$ cat src/rtl/pipeline_stage_buf_if.sv
// Valid/ready handshake bundle between two pipeline stages.
// The stage under control takes the slave view; whoever drives both neighbours takes master.
interface pipeline_stage_buf_if #(
  parameter int DATA_W = 32,
  parameter int CTRL_W = 8
) ();
  logic              in_valid;
  logic              in_ready;
  logic [DATA_W-1:0] in_data;
  logic [CTRL_W-1:0] in_ctrl;
  logic              out_valid;
  logic              out_ready;
  logic [DATA_W-1:0] out_data;
  logic [CTRL_W-1:0] out_ctrl;

  modport master (
    output in_valid, in_data, in_ctrl, out_ready,
    input  in_ready, out_valid, out_data, out_ctrl
  );

  modport slave (
    input  in_valid, in_data, in_ctrl, out_ready,
    output in_ready, out_valid, out_data, out_ctrl
  );
endinterface

$ cat src/rtl/pipeline_stage_buf.sv
// Inter-stage pipeline register with valid/ready handshake, optional 2-entry skid,
// synchronous flush and a saturating back-pressure counter.
//
//   state | meaning
//   EMPTY | nothing held; in_ready=1, out_valid=0
//   ONE   | head valid in main; in_ready=1
//   TWO   | main and skid both full; in_ready=0 (only reachable with SKID=1)
module pipeline_stage_buf #(
  parameter int DATA_W = 32,
  parameter int CTRL_W = 8,
  parameter int SKID   = 1,
  parameter int CNT_W  = 16
) (
  input  logic                 CLK,
  input  logic                 nRST,
  input  logic                 flush,
  pipeline_stage_buf_if.slave  bus,
  output logic [1:0]           occupancy,
  output logic [CNT_W-1:0]     stall_cnt
);

  typedef enum logic [1:0] {
    EMPTY = 2'd0,
    ONE   = 2'd1,
    TWO   = 2'd2
  } state_t;

  state_t            state, state_nxt;
  logic [DATA_W-1:0] main_data, skid_data;
  logic [CTRL_W-1:0] main_ctrl, skid_ctrl;
  logic              in_ready, out_valid, accept, deliver;
  logic              load_main, load_skid, skid_to_main;

  // With SKID=0 readiness looks through to out_ready so a full stage can still stream.
  assign out_valid = (state != EMPTY);
  assign in_ready  = (SKID != 0) ? (state != TWO) : ((state == EMPTY) || bus.out_ready);
  assign accept    = bus.in_valid && in_ready;
  assign deliver   = out_valid && bus.out_ready;

  always_ff @(posedge CLK or negedge nRST) begin
    if (!nRST) state <= EMPTY;
    else       state <= state_nxt;
  end

  always_comb begin
    state_nxt    = state;
    load_main    = 1'b0;
    load_skid    = 1'b0;
    skid_to_main = 1'b0;
    if (flush) begin
      state_nxt = EMPTY;
    end else begin
      case (state)
        EMPTY: begin
          if (accept) begin
            state_nxt = ONE;
            load_main = 1'b1;
          end
        end
        ONE: begin
          if (accept && deliver) begin
            load_main = 1'b1;
          end else if (accept) begin
            state_nxt = TWO;
            load_skid = 1'b1;
          end else if (deliver) begin
            state_nxt = EMPTY;
          end
        end
        TWO: begin
          if (deliver) begin
            state_nxt    = ONE;
            skid_to_main = 1'b1;
          end
        end
        default: state_nxt = EMPTY;
      endcase
    end
  end

  // Payload survives flush; only control is scrubbed so stale entries cannot act.
  always_ff @(posedge CLK or negedge nRST) begin
    if (!nRST) begin
      main_data <= '0;
      skid_data <= '0;
    end else begin
      if (load_main)         main_data <= bus.in_data;
      else if (skid_to_main) main_data <= skid_data;
      if (load_skid)         skid_data <= bus.in_data;
    end
  end

  always_ff @(posedge CLK or negedge nRST) begin
    if (!nRST) begin
      main_ctrl <= '0;
      skid_ctrl <= '0;
    end else if (flush) begin
      main_ctrl <= '0;
      skid_ctrl <= '0;
    end else begin
      if (load_main)         main_ctrl <= bus.in_ctrl;
      else if (skid_to_main) main_ctrl <= skid_ctrl;
      if (load_skid)         skid_ctrl <= bus.in_ctrl;
    end
  end

  always_ff @(posedge CLK or negedge nRST) begin
    if (!nRST) begin
      stall_cnt <= '0;
    end else if (out_valid && !bus.out_ready && (stall_cnt != '1)) begin
      stall_cnt <= stall_cnt + CNT_W'(1);
    end
  end

  assign bus.in_ready  = in_ready;
  assign bus.out_valid = out_valid;
  assign bus.out_data  = main_data;
  assign bus.out_ctrl  = out_valid ? main_ctrl : '0;
  assign occupancy     = state;

endmodule

$ cat src/flat_wrapper.sv
// flat-port wrapper written by rule: the top's interface ports become plain ports
module pipeline_stage_buf_flat 
#(
  parameter int DATA_W = 32,
  parameter int CTRL_W = 8,
  parameter int SKID   = 1,
  parameter int CNT_W  = 16
)
  (CLK, nRST, flush, occupancy, stall_cnt, bus_in_valid, bus_in_data, bus_in_ctrl, bus_out_ready, bus_in_ready, bus_out_valid, bus_out_data, bus_out_ctrl);
  pipeline_stage_buf_if #(.DATA_W(DATA_W), .CTRL_W(CTRL_W)) bus_i ();
  input  logic CLK;
  input  logic nRST;
  input  logic flush;
  output logic [1:0] occupancy;
  output logic [CNT_W-1:0] stall_cnt;
  input wire logic [$bits(bus_i.in_valid)-1:0] bus_in_valid;
  input wire logic [$bits(bus_i.in_data)-1:0] bus_in_data;
  input wire logic [$bits(bus_i.in_ctrl)-1:0] bus_in_ctrl;
  input wire logic [$bits(bus_i.out_ready)-1:0] bus_out_ready;
  output wire logic [$bits(bus_i.in_ready)-1:0] bus_in_ready;
  output wire logic [$bits(bus_i.out_valid)-1:0] bus_out_valid;
  output wire logic [$bits(bus_i.out_data)-1:0] bus_out_data;
  output wire logic [$bits(bus_i.out_ctrl)-1:0] bus_out_ctrl;
  assign bus_i.in_valid = bus_in_valid;
  assign bus_i.in_data = bus_in_data;
  assign bus_i.in_ctrl = bus_in_ctrl;
  assign bus_i.out_ready = bus_out_ready;
  assign bus_in_ready = bus_i.in_ready;
  assign bus_out_valid = bus_i.out_valid;
  assign bus_out_data = bus_i.out_data;
  assign bus_out_ctrl = bus_i.out_ctrl;
  pipeline_stage_buf #(.DATA_W(DATA_W), .CTRL_W(CTRL_W), .SKID(SKID), .CNT_W(CNT_W)) u_core (.CLK(CLK), .nRST(nRST), .flush(flush), .bus(bus_i), .occupancy(occupancy), .stall_cnt(stall_cnt));
endmodule
$ cat config.mk
export PLATFORM = sky130hd
export DESIGN_NAME = pipeline_stage_buf_flat
export DESIGN_NICKNAME = d
export VERILOG_FILES = /design/src/rtl/pipeline_stage_buf_if.sv /design/src/rtl/pipeline_stage_buf.sv /design/src/flat_wrapper.sv
export SDC_FILE = /design/constraint.sdc
export NUM_CORES = 1
export LEC_CHECK = 0
export CAP_MARGIN = 20
export CORE_MARGIN = 2
export CORE_UTILIZATION = 45
export CTS_CLUSTER_DIAMETER = 50
export CTS_CLUSTER_SIZE = 28
export DETAILED_ROUTE_END_ITERATION = 16
export MAX_ROUTING_LAYER = met4
export PLACE_DENSITY = 0.78
export SLEW_MARGIN = 15
export SYNTH_ARGS = -nofsm -noshare
export SYNTH_HDL_FRONTEND = slang
export SYNTH_SLANG_ARGS = --single-unit
export TNS_END_PERCENT = 100
$ cat constraint.sdc
create_clock -name CLK -period 1.8 [get_ports CLK]
set_input_delay 0.27 -clock CLK [delete_from_list [all_inputs] [get_ports CLK]]
set_output_delay 0.27 -clock CLK [all_outputs]
set_load 0.01 [all_outputs]
==> results of run 1 <==
-- synth_stat cells, drive strengths merged --
cell type	n	area, µm²
a21oi	10	50.1
a221oi	1	15.0
a31oi	1	21.3
and2	1	6.26
and2b	2	15.0
and3	1	6.26
and4	1	10.0
and4bb	2	28.8
buf	13	111
clkbuf	6	36.3
dfrtp	98	2450
ha	1	12.5
inv	4	15.0
mux2	33	372
mux2i	41	410
nand2	61	236
nand2b	3	18.8
nand3	5	30.0
nand4	4	25.0
nand4b	1	8.76
nor2	4	22.5
nor2b	9	56.3
nor3	7	35.0
nor3b	1	7.51
nor4	4	70.1
nor4b	1	23.8
o211ai	1	7.51
o21ai	41	205
o21bai	1	11.3
or2	1	6.26
xnor2	3	26.3
xor2	12	105
-- routing by layer --
layer,GRT usage [%],up-vias,share of wire (%)
met5,-,-,0
met4,9.17,0,2.3
met3,3.59,17,4.2
met2,32.2,97,50
met1,24.8,1564,44
li1,-,1547,-
-- how the worst max path moves through the flow --
stage                                    from                     end  slack [ps]  cells after the start
after floorplan           u_core.stall_cnt[0]     u_core.stall_cnt[9]          80                      6
after global placement           bus_in_valid    u_core.skid_data[12]        -210                      6
after detailed placement         bus_in_valid     u_core.skid_data[3]        -250                      6
after CTS                 u_core.occupancy[1]            bus_in_ready          10                      4
after global routing      u_core.occupancy[0]  u_core.bus.out_data[7]         0.3                      6
final                     u_core.occupancy[1]         bus_out_ctrl[4]          80                      5
-- cells by family (layout without fill, tap and decap cells) --
logic type	count (synthesis)	count (layout)	share of synthesized area, %
adder cells (fa/ha/maj)	1	1	0.281
buffers and inverters	23	155	3.65
AND/OR/NAND/NOR	108	109	13.6
flip-flops	98	98	55.0
AO/OA/AOI/OAI	55	55	6.96
multiplexers	74	74	17.5
XOR/XNOR	15	15	2.95
-- cell type report --
| type | count | area [µm²] | area share [%] |
|---|---|---|---|
| flip-flops and latches | 98 | 2450 | 40.3 |
| multi-input cells | 254 | 1870 | 30.8 |
| repair buffers | 135 | 1370 | 22.5 |
| well taps | 133 | 166 | 2.73 |
| clock buffers | 12 | 155 | 2.55 |
| clock inverters | 4 | 50.0 | 0.823 |
| inverters | 4 | 15.0 | 0.247 |
-- state kept, by name, indices dropped and copies added (netlist names) --
signal,count
u_core.bus.out_data,32
u_core.skid_data,32
u_core.stall_cnt,16
u_core.main_ctrl,8
u_core.skid_ctrl,8
u_core.occupancy,2
-- power by group --
group | leakage, nW | internal (mW) | switching [mW] | total (mW)
Combinational | 1.48 | 0.989 | 0.693 | 1.68
Sequential | 1.26 | 2.67 | 0.301 | 2.97
Clock | 0.0986 | 0.717 | 0.754 | 1.47
Total | 2.84 | 4.38 | 1.75 | 6.13
-- critical path, stage by stage (launching register included) --
cell	delay (ps)
dfrtp_1	410
buf_6	140
nor2_4	150
buf_6	120
nor2b_1	40
clkdlybuf4s15_1	220
-- stage by stage --
step           util [%]  area (µm²)  setup WS (ps)
2_1_floorplan         -        4460           79.4
3_3_place_gp       60.2        5830           -212
3_5_place_dp       60.2        5830           -245
4_1_cts            62.7        6070           10.9
5_1_grt            62.8        6080          0.253
6_report           62.8        6080           76.7
-- what timing repair did --
item,CTS,global route
hold buffers,1,0
setup endpoints to repair,10,51
gates cloned,1,0
resized for setup,19,6
endpoints found under the hold margin,29,0
setup buffers,2,0
pin swaps,1,1
==> impl_metrics.py, run 1 <==
metrics = {
    "worst_setup_path": {
        "cp_data_arrival_time_ps": 1450,
        "endpoint_kind": "output pin",
        "timing.reg2reg.setup_slack_ps": 80,
        "cp_data_required_time_ps": 1530,
        "critPathKind": "flip-flop to output pin",
        "r2r-end": "u_core.skid_data[3]",
        "start_kind": "flip-flop",
        "reg2reg_from": "u_core.occupancy[0]",
        "crit_path_max_fanout": 4,
        "r2r_cells": 6,
    },
    "sta": {
        "fin_skew_ps": 10.3,
        "holdWs_ps": 379,
        "slew-limit-headroom_pct": 70.1,
        "max_freq_ghz": 0.580,
        "period_minus_slack_ps": 1720,
        "hold_viol": 0,
        "min_period_over_period_pct": 95.7,
        "rsz0062_at_grt": "no",
        "setup_tns_ps": 0,
        "tightest_slew_ps": 448,
        "setup_violations": 0,
        "maxSlewViolCount": 0,
    },
    "final_layout": {
        "final_cells": 640,
        "layout_commonest_cell": "dfrtp_1",
        "fin_nets": 548,
        "final_cell_mix": "dfrtp_1 (97), clkdlybuf4s50_1 (93), nand2_1 (60)",
        "drive_gt1_share_pct": 19.7,
        "nFillCells": 772,
        "n_antenna_cell": 0,
        "syn_to_final_growth_pct": 36.5,
    },
    "floorplan": {
        "dieArea_um2": 10700,
        "core_area_um2": 9680,
        "fp.dieH_um": 104,
        "start_util_pct": 46.0,
        "die_width_um": 104,
        "placementRows": 36,
        "io_pins": 105,
    },
    "cts": {
        "clk_pin_slew_ps": 100,
        "cts_sinks": 98,
        "cts_tree": "yes",
        "insertion_delay_ps": 370,
        "cts_inserted_buffers": 9,
        "clk_path_buf_depth": 2,
        "cts_root_buf": "clkbuf_8",
        "htreeDepth": 3,
    },
    "routing": {
        "drtPass1Iterations": 4,
        "dr.first_iter.drc_count": 117,
        "vias": 3225,
        "drc": 0,
        "totalWireLength_um": 9840,
        "wire_per_inst_um": 15.4,
        "ant_nets": 0,
        "via_per_inst": 5.04,
    },
    "logic_synthesis": {
        "yosysWarnings": 0,
        "synth_cells": 374,
        "syn_area_um2": 4460,
        "syn_nets": 420,
        "synth.distinct_cells": 43,
        "syn_avg_cell_area_um2": 11.9,
        "seq_area_frac_synth_pct": 55.0,
        "ys_ff_latch": 98,
    },
    "placed_design": {
        "hpwl_um": 7150,
        "dp_cells": 620,
        "io_buffers": 104,
        "routabilityCongestion": 0.920,
    },
    "global_route": {
        "grt_max_degree": 45,
        "grt_pass1_wl_um": 16700,
        "antenna_found_initial": 0,
        "grt_pass1_vias": 3408,
        "groute.usage.overall_pct": 20.0,
        "grt-ovfl-total": 0,
    },
    "hold_path": {
        "hp-class": "input pin to asynchronous set/reset pin",
    },
    "power": {
        "ir_drop_v": 0.000571,
        "finalPower_mw": 6.13,
        "power.density_nw_per_um2": 1010,
        "leakagePower_nw": 2.84,
    },
    "flow_run": {
        "maxCapViolCount": 0,
    },
    "run_status": {
        "outcome": "finished, final reports clean",
    },
}
Note: power is estimated with default switching activity, not from simulation.
==> inputs of run 2 (changes only) <==
--- a/config.mk
+++ b/config.mk
@@ -7,12 +7,12 @@
 export LEC_CHECK = 0
 export CAP_MARGIN = 20
 export CORE_MARGIN = 2
-export CORE_UTILIZATION = 45
+export CORE_UTILIZATION = 50
 export CTS_CLUSTER_DIAMETER = 50
 export CTS_CLUSTER_SIZE = 28
 export DETAILED_ROUTE_END_ITERATION = 16
 export MAX_ROUTING_LAYER = met4
-export PLACE_DENSITY = 0.78
+export PLACE_DENSITY = 0.85
 export SLEW_MARGIN = 15
 export SYNTH_ARGS = -nofsm -noshare
 export SYNTH_HDL_FRONTEND = slang
==> run 2 against run 1 <==
Net effect: combinational power hardly changed; first-iteration DRC count is 35% lower; cell count is 3.4% lower; hold slack better by 29 ps.
==> impl_metrics.py, run 2 (synthesized netlist as in run 1, its figures left out) <==
metrics = {
    "run_status": {
        "outcome": "finished, final reports clean",
    },
    "sta": {
        "min_period_over_period_pct": 96.9,
        "hold_viol": 0,
        "tightest_slew_ps": 471,
        "maxSlewViolCount": 0,
        "fin_ws_ps": 55.2,
        "max_freq_ghz": 0.573,
        "setup_tns_ps": 0,
        "fin_skew_ps": 10.5,
        "rsz0062_at_grt": "no",
        "setup_violations": 0,
        "slew-limit-headroom_pct": 68.6,
        "holdWs_ps": 408,
        "period_minus_slack_ps": 1740,
    },
    "placed_design": {
        "hpwl_um": 7110,
        "place_area_um2": 5760,
        "routabilityCongestion": 0.795,
        "io_buffers": 104,
        "dp_cells": 594,
        "dpl_worst_slack_ps": -192,
    },
    "worst_setup_path": {
        "critPathLaunch": "u_core.occupancy[1]",
        "path_depth": 5,
        "crit_path_max_fanout": 2,
        "endpoint_kind": "output pin",
        "worst_path_largest_cell_delay_ps": 400,
        "crit_family": "buffers and inverters",
        "crit_top_cell": "buf_4",
        "r2r_cells": 6,
        "r2r-end": "u_core.stall_cnt[9]",
        "cp_data_required_time_ps": 1530,
        "path_cells": "buf_4 -> nor2_4 -> buf_4 -> nor2b_1 -> dlygate4sd2_1",
        "critPathKind": "flip-flop to output pin",
        "critPathSlowestCell": "dfrtp_1",
        "reg2reg_from": "u_core.stall_cnt[1]",
        "timing.reg2reg.setup_slack_ps": 110,
        "crit_buf_inv": 3,
        "cp_data_arrival_time_ps": 1470,
        "start_kind": "flip-flop",
    },
    "cts": {
        "clk_path_buf_depth": 2,
        "clk_pin_slew_ps": 100,
        "cts_sinks": 98,
        "cts_inserted_buffers": 9,
        "insertion_delay_ps": 350,
        "cts_tree": "yes",
        "htreeDepth": 3,
        "cts_root_buf": "clkbuf_8",
    },
    "floorplan": {
        "start_util_pct": 51.4,
        "placementRows": 34,
        "die_width_um": 98.4,
        "fp.dieH_um": 98.4,
        "core_area_um2": 8680,
        "io_pins": 105,
        "dieArea_um2": 9690,
    },
    "routing": {
        "via_per_inst": 5.39,
        "wire_per_inst_um": 16.4,
        "drc": 0,
        "totalWireLength_um": 10100,
        "dr.first_iter.drc_count": 76,
        "ant_nets": 0,
        "vias": 3331,
        "drtPass1Iterations": 4,
    },
    "final_layout": {
        "final_cells": 618,
        "nFillCells": 644,
        "n_antenna_cell": 0,
        "multi_input_area_um2": 1870,
        "final_cell_mix": "dfrtp_1 (98), clkdlybuf4s50_1 (93), nand2_1 (60)",
        "syn_to_final_growth_pct": 35.2,
        "regArea_um2": 2450,
        "layout_commonest_cell": "dfrtp_1",
        "fin_area_um2": 6030,
        "drive_gt1_share_pct": 19.6,
        "post-route-util_pct": 69.4,
        "fin_nets": 551,
    },
    "global_route": {
        "grt_pass1_wl_um": 17000,
        "grt-ovfl-total": 0,
        "grt_max_degree": 53,
        "antenna_found_initial": 0,
        "grt_pass1_vias": 3519,
        "groute.usage.overall_pct": 22.4,
    },
    "power": {
        "finalPower_mw": 5.99,
        "leakagePower_nw": 2.84,
        "switching_share_pct": 29.7,
        "power_frac_comb_pct": 28.3,
        "ir_drop_v": 0.000613,
        "power.internal_mw": 4.21,
        "switchingPower_mw": 1.78,
        "clkPwrFrac_pct": 21.9,
        "pwr-share-seq_pct": 49.9,
        "power.density_nw_per_um2": 995,
    },
    "hold_path": {
        "hp-class": "input pin to asynchronous set/reset pin",
    },
    "flow_run": {
        "maxCapViolCount": 0,
    },
}
-- run 2: worst max-delay path by stage --
stage                                 endpoint
final                          bus_out_ctrl[7]
after CTS                      bus_out_ctrl[7]
after global routing           bus_out_ctrl[7]
after global placement    u_core.skid_data[12]
after floorplan            u_core.stall_cnt[9]
after detailed placement  u_core.stall_cnt[15]
-- run 2: repair_timing --
action                                 in CTS  in global routing
cloned                                      1                  0
buffers inserted                            3                  3
pin swaps                                   0                  2
endpoints found under the hold margin      33                  0
resized for setup                          13                  3
setup endpoints to repair                  10                  6
hold buffers                                1                  0
-- run 2: layout make-up --
type                    instances  share of cell area [%]
flip-flops and latches         98                    40.7
repair buffers                138                    22.8
well taps                     108                    2.24
clock buffers                  11                    2.35
clock inverters                 5                   0.644
inverters                       4                   0.249
multi-input cells             254                    31.1
-- run 2: metal layers --
metal  global-route usage (%)  part of all wire (%)  wire length (µm)
met1                     29.3                    43              4360
met3                     4.96                   5.0               508
met5                        -                     0                 0
met2                     36.2                    51              5190
met4                     5.06                  0.47                48
-- run 2: power groups by stage --
| stage | logic (mW) | registers [mW] | clock network [mW] |
|---|---|---|---|
| 6_report | 1.69 | 2.99 | 1.31 |
| 5_1_grt | 1.86 | 3.05 | 1.44 |
| 4_1_cts | 1.71 | 2.99 | 1.33 |
| 3_5_place_dp | 1.68 | 3.02 | 0 |
| 3_3_place_gp | 1.61 | 3.00 | 0 |
| 2_1_floorplan | 0.638 | 3.08 | 0 |
==> inputs of run 3 (changes only) <==
--- a/config.mk
+++ b/config.mk
@@ -5,14 +5,16 @@
 export SDC_FILE = /design/constraint.sdc
 export NUM_CORES = 1
 export LEC_CHECK = 0
-export CAP_MARGIN = 20
+export CAP_MARGIN = 40
 export CORE_MARGIN = 2
-export CORE_UTILIZATION = 50
+export CORE_UTILIZATION = 52
+export CTS_BUF_LIST = sky130_fd_sc_hd__clkbuf_4
 export CTS_CLUSTER_DIAMETER = 50
 export CTS_CLUSTER_SIZE = 28
 export DETAILED_ROUTE_END_ITERATION = 16
 export MAX_ROUTING_LAYER = met4
-export PLACE_DENSITY = 0.85
+export PLACE_DENSITY = 0.88
+export REMOVE_ABC_BUFFERS = 1
 export SLEW_MARGIN = 15
 export SYNTH_ARGS = -nofsm -noshare
 export SYNTH_HDL_FRONTEND = slang
==> run 3 against run 2 <==
Net effect: global-route usage fell by 0.13 points; sequential cell count did not move; cell count fell by 0.16%; combinational power barely moved; sequential share of layout area fell by 0.26 points; non-clock buffer count rose by 2; largest cell class unchanged.
==> impl_metrics.py, run 3 (synthesized netlist as in run 1, its figures left out) <==
metrics = {
    "routing": {
        "via_per_inst": 5.37,
        "dr.first_iter.drc_count": 178,
        "drc": 0,
        "drtPass1Iterations": 4,
        "vias": 3316,
        "totalWireLength_um": 10100,
        "ant_nets": 0,
        "wire_per_inst_um": 16.4,
    },
    "floorplan": {
        "io_pins": 105,
        "die_width_um": 96.6,
        "start_util_pct": 54.0,
        "dieArea_um2": 9330,
        "fp.dieH_um": 96.6,
        "placementRows": 33,
        "core_area_um2": 8260,
    },
    "sta": {
        "setup_violations": 0,
        "max_freq_ghz": 0.576,
        "fin_ws_ps": 62.8,
        "slew-limit-headroom_pct": 65.0,
        "fin_skew_ps": 25.3,
        "period_minus_slack_ps": 1740,
        "setup_tns_ps": 0,
        "maxSlewViolCount": 0,
        "hold_viol": 0,
        "min_period_over_period_pct": 96.5,
        "tightest_slew_ps": 525,
        "holdWs_ps": 327,
    },
    "placed_design": {
        "hpwl_um": 6900,
        "dpl_worst_slack_ps": -131,
        "place_area_um2": 5730,
        "routabilityCongestion": 0.837,
        "dp_cells": 590,
        "io_buffers": 104,
    },
    "hold_path": {
        "hp-class": "input pin to asynchronous set/reset pin",
    },
    "final_layout": {
        "drive_gt1_share_pct": 22.3,
        "fin_nets": 553,
        "nFillCells": 568,
        "syn_to_final_growth_pct": 36.7,
        "final_cell_mix": "clkdlybuf4s50_1 (89), dfrtp_1 (89), nand2_1 (60)",
        "fin_area_um2": 6090,
        "n_antenna_cell": 0,
        "final_cells": 617,
    },
    "cts": {
        "cts_sinks": 98,
        "clk_pin_slew_ps": 170,
        "cts_tree": "yes",
        "cts_root_buf": "clkbuf_4",
        "clk_path_buf_depth": 2,
        "htreeDepth": 3,
        "insertion_delay_ps": 440,
        "cts_inserted_buffers": 9,
    },
    "worst_setup_path": {
        "crit_family": "buffers and inverters",
        "path_cells": "clkdlybuf4s50_1",
        "worst_path_largest_cell_delay_ps": 560,
        "crit_buf_inv": 1,
        "cp_data_required_time_ps": 1530,
        "critPathSlowestCell": "clkdlybuf4s50_1",
        "endpoint_kind": "output pin",
        "critPathKind": "flip-flop to output pin",
        "cp_data_arrival_time_ps": 1470,
        "crit_path_max_fanout": 6,
        "start_kind": "flip-flop",
    },
    "global_route": {
        "antenna_found_initial": 0,
        "grt_max_degree": 61,
        "grt-ovfl-total": 0,
        "grt_pass1_vias": 3264,
        "grt_pass1_wl_um": 15300,
        "groute.usage.overall_pct": 22.2,
    },
    "power": {
        "power.internal_mw": 4.26,
        "pwr-share-seq_pct": 49.3,
        "leakagePower_nw": 2.85,
        "switching_share_pct": 29.4,
        "ir_drop_v": 0.000574,
        "clkPwrFrac_pct": 22.8,
        "power_frac_comb_pct": 27.9,
        "switchingPower_mw": 1.78,
        "power.density_nw_per_um2": 992,
    },
    "flow_run": {
        "maxCapViolCount": 0,
    },
    "run_status": {
        "outcome": "finished, final reports clean",
    },
}
run 3: cell count changes in the layout (fill, tap and decap cells not counted), sizes merged, moves of 2 or more:
cell | before | now
clkdlybuf4s15 | 0 | 10
dlygate4sd2 | 10 | 2
clkdlybuf4s50 | 93 | 89
clkinv | 3 | 0
bufinv | 0 | 2
dlymetal6s2s | 0 | 2
inv | 5 | 7
run 3: final timing paths:
path                                     startpoint                 endpoint  slack (ps)  depth (start not counted)
worst max-delay path            u_core.stall_cnt[8]             stall_cnt[8]          60                          1
worst min-delay path                           nRST  u_core.bus.out_data[19]         330                          2
worst max register to register  u_core.occupancy[0]     u_core.skid_data[17]          60                          6
worst min register to register  u_core.main_ctrl[2]      u_core.main_ctrl[2]         490                          2
max in group asynchronous                      nRST  u_core.bus.out_data[30]         870                          3
min in group CLK                     bus_in_ctrl[5]      u_core.skid_ctrl[5]         410                          3
run 3: per-stage QoR:
step / utilization, % / power [mW]
5_1_grt: 73.8 / 6.37
2_1_floorplan: - / 3.69
4_1_cts: 71.6 / 6.04
3_3_place_gp: 69.3 / 4.57
3_5_place_dp: 69.3 / 4.67
6_report: 73.8 / 6.04
run 3: layer usage:
layer	vias to the layer above	track usage (%)	wire, µm
li1	1566	-	-
met1	1619	25.8	4100
met2	101	38.3	5310
met3	30	2.87	366
met4	0	10.8	365
met5	-	-	0
run 3: area by class of cell:
cell class	count	area, µm²	share of cell area, %
multi-input combinational	254	1890	31.1
inverter	4	15.0	0.246
tap	105	131	2.16
clock inverter	6	96.3	1.58
sequential	98	2460	40.4
clock buffer	10	75.1	1.23
timing repair buffer	140	1420	23.3
run 3: what timing repair did:
item                                   in CTS  in global routing
hold buffers                                1                  0
gates resized for setup                    18                 31
setup buffers                               2                  4
pin swaps                                   0                  2
setup endpoints to repair                  15                 38
endpoints found under the hold margin      36                  0
gates cloned                                0                  5
run 3: power by group through the flow:
| stage | combinational (mW) | sequential (mW) | clock [mW] |
|---|---|---|---|
| floorplan | 0.610 | 3.08 | 0 |
| global placement | 1.59 | 2.98 | 0 |
| detailed placement | 1.66 | 3.01 | 0 |
| CTS | 1.67 | 2.97 | 1.40 |
| global route | 1.84 | 3.03 | 1.50 |
| finish | 1.68 | 2.98 | 1.38 |
==> patch, RTL diff (config.mk and constraints of run 2) <==
Put one more register stage on the output `stall_cnt`. The value now appears one clock later. The other outputs are not delayed to match.
--- a/src/rtl/pipeline_stage_buf.sv
+++ b/src/rtl/pipeline_stage_buf.sv
@@ -25,4 +25,6 @@
     TWO   = 2'd2
   } state_t;
+
+  logic [CNT_W-1:0] stall_cnt_s0;
 
   state_t            state, state_nxt;
@@ -107,7 +109,7 @@
   always_ff @(posedge CLK or negedge nRST) begin
     if (!nRST) begin
-      stall_cnt <= '0;
-    end else if (out_valid && !bus.out_ready && (stall_cnt != '1)) begin
-      stall_cnt <= stall_cnt + CNT_W'(1);
+      stall_cnt_s0 <= '0;
+    end else if (out_valid && !bus.out_ready && (stall_cnt_s0 != '1)) begin
+      stall_cnt_s0 <= stall_cnt_s0 + CNT_W'(1);
     end
   end
@@ -119,4 +121,8 @@
   assign occupancy     = state;
 
+  always_ff @(posedge CLK) begin
+    stall_cnt <= stall_cnt_s0;
+  end
+
 endmodule
 
Formal check against the unedited RTL: not equivalent (Yosys sat finds a counterexample within 4 cycles, from zero or initial values and one cycle with nRST low).
==> patch against run 2 <==
The flow now finishes with violations (setup timing); sequential cell count rose by 16; final cell count is 8.7% higher; power up 51%; wire length increased by 26%; setup slack lost 0.23 ns; via count rose by 11%; area after synthesis rose by 5.1%; design area increased by 17%; critical path type is now register to register; largest cell class unchanged.
==> patch: results (changes against run 2) <==
instance count of the mapped netlist=391 (+4.5%); gpl congestion=0.8628 (+8.6%); total track usage=23.45% (+1.1 points); Post-synth ARST share=85.96% (-14 points); failing checks=setup timing; vias in the first global route=3632 (+3.2%); Detailed Route WL=12790 um (+26%); CTS buffer count=17 (+8); Layout Nets=594 (+7.8%); clk slew on worst S/H paths=0.06 ns (-0.04 ns); number of fill cells=514 (-20%); TNS Setup=-0.8019 ns (-0.8019 ns); largest net degree at the start of global routing=43 (-19%); placed cells=618 (+4.0%); Starting DRT DRC Count=152 (+100%); post-synthesis mux area share=16.69% (-0.85 points); Final HPWL DP=7396 um (+4.1%); Setup violations, final=22 (+22); sequential fraction of the synthesis area=59.17% (+4.2 points); worst skew pair latency=0.52 ns (+0.17 ns); Synth top cells by count=dfrtp_1 (98), nand2_1 (63), mux2i_1 (41), o21ai_0 (33), mux2_2 (29); DR vias=3692 (+11%); global-route wire length before repair=17630 um (+3.9%); layout cell share with drive strength beyond 1=25.67% (+6.1 points); Layout Cells excl Fill=672 (+8.7%); critical path fanouts, max=7 (+5); CP arrival=2.38 ns (+0.91 ns); worst setup margin=-0.1780 ns (-0.2332 ns); Synth cell types=40 (-7.0%); post-synthesis compound-gate area fraction=6.035% (-0.93 points); Worst-Margin Slew=0.4878 ns (+0.01668 ns); Setup Skew=0.01317 ns (+0.002674 ns); Setup WS pre-CTS=-0.1704 ns (+0.02204 ns); LEAKAGE=3.300 nW (+16%); outcome=finished, violations left; Worst VDD drop=0.8711 mV (+42%); number of detailed-route iterations in the first pass=4 (unchanged)
-- patch: through the flow --
stage | instance area [sq um] | util (%)
finish | 7068 | 77.22
global route | 7068 | 77.22
CTS | 6725 | 73.48
detailed placement | 6086 | 66.49
global placement | 6086 | 66.49
floorplan | 4686 | -
-- patch: path summary, 6_finish.rpt --
path	from	to	slack, ns	cells past startpoint
worst max-delay path	u_core.occupancy[1]	u_core.bus.out_data[11]	-0.18	9
worst min-delay path	nRST	u_core.bus.out_data[8]	0.26	2
worst max register to register	u_core.occupancy[1]	u_core.bus.out_data[11]	-0.18	9
worst min register to register	u_core.stall_cnt_s0[15]	u_core.stall_cnt[15]	0.42	0
max in group asynchronous	nRST	u_core.skid_data[28]	0.94	3
min in group CLK	bus_in_ctrl[0]	u_core.skid_ctrl[0]	0.33	3
-- patch: cells by family (layout without fill, tap and decap cells) --
group / count (synthesis) / in the layout
AO/OA/AOI/OAI: 53 / 53
XOR/XNOR: 15 / 15
adder cells (fa/ha/maj): 1 / 1
buffers and inverters: 23 / 193
flip-flops: 114 / 114
multiplexers: 74 / 74
AND/OR/NAND/NOR: 111 / 111
-- patch: power breakdown --
| part | total [mW] | internal, mW | leakage, nW | switching (mW) |
|---|---|---|---|---|
| clock | 3.47 | 2.25 | 0.292 | 1.22 |
| combinational | 2.04 | 1.19 | 1.63 | 0.852 |
| sequential | 3.51 | 3.14 | 1.37 | 0.372 |
-- patch: metal layers --
metal  vias to the layer above  global-route usage (%)  routed length (um)
met5                         -                       -                   0
met4                         0                   6.639                 204
met3                        21                   8.114                 766
met2                       143                   37.95                6613
met1                      1843                   27.94                5201
li1                       1685                       -                   -
-- patch: repair_timing --
item                                    in CTS  in global routing
endpoints found under the setup margin      16                 91
gates resized for setup                     40                 69
pin swaps                                    2                  7
setup buffers                                6                  9
hold endpoints to repair                    32                  0
hold buffers                                 1                  0
cloned                                       0                  7
-- patch: worst max-delay path: cells and delay by family, from the launching register on --
family	cells	cell delay [ns]
buffers and inverters	5	0.70
flip-flops	1	0.40
AND/OR/NAND/NOR	2	0.33
AO/OA/AOI/OAI	1	0.27
multiplexers	1	0.15
-- patch: final cells by class --
cell class | count | share of cell area [%]
Sequential cell | 114 | 39.23
Timing Repair Buffer | 158 | 23.01
Multi-Input combinational cell | 254 | 27.05
Clock buffer | 19 | 5.966
Tap cell | 111 | 1.965
Inverter | 3 | 0.1593
Clock inverter | 13 | 2.620
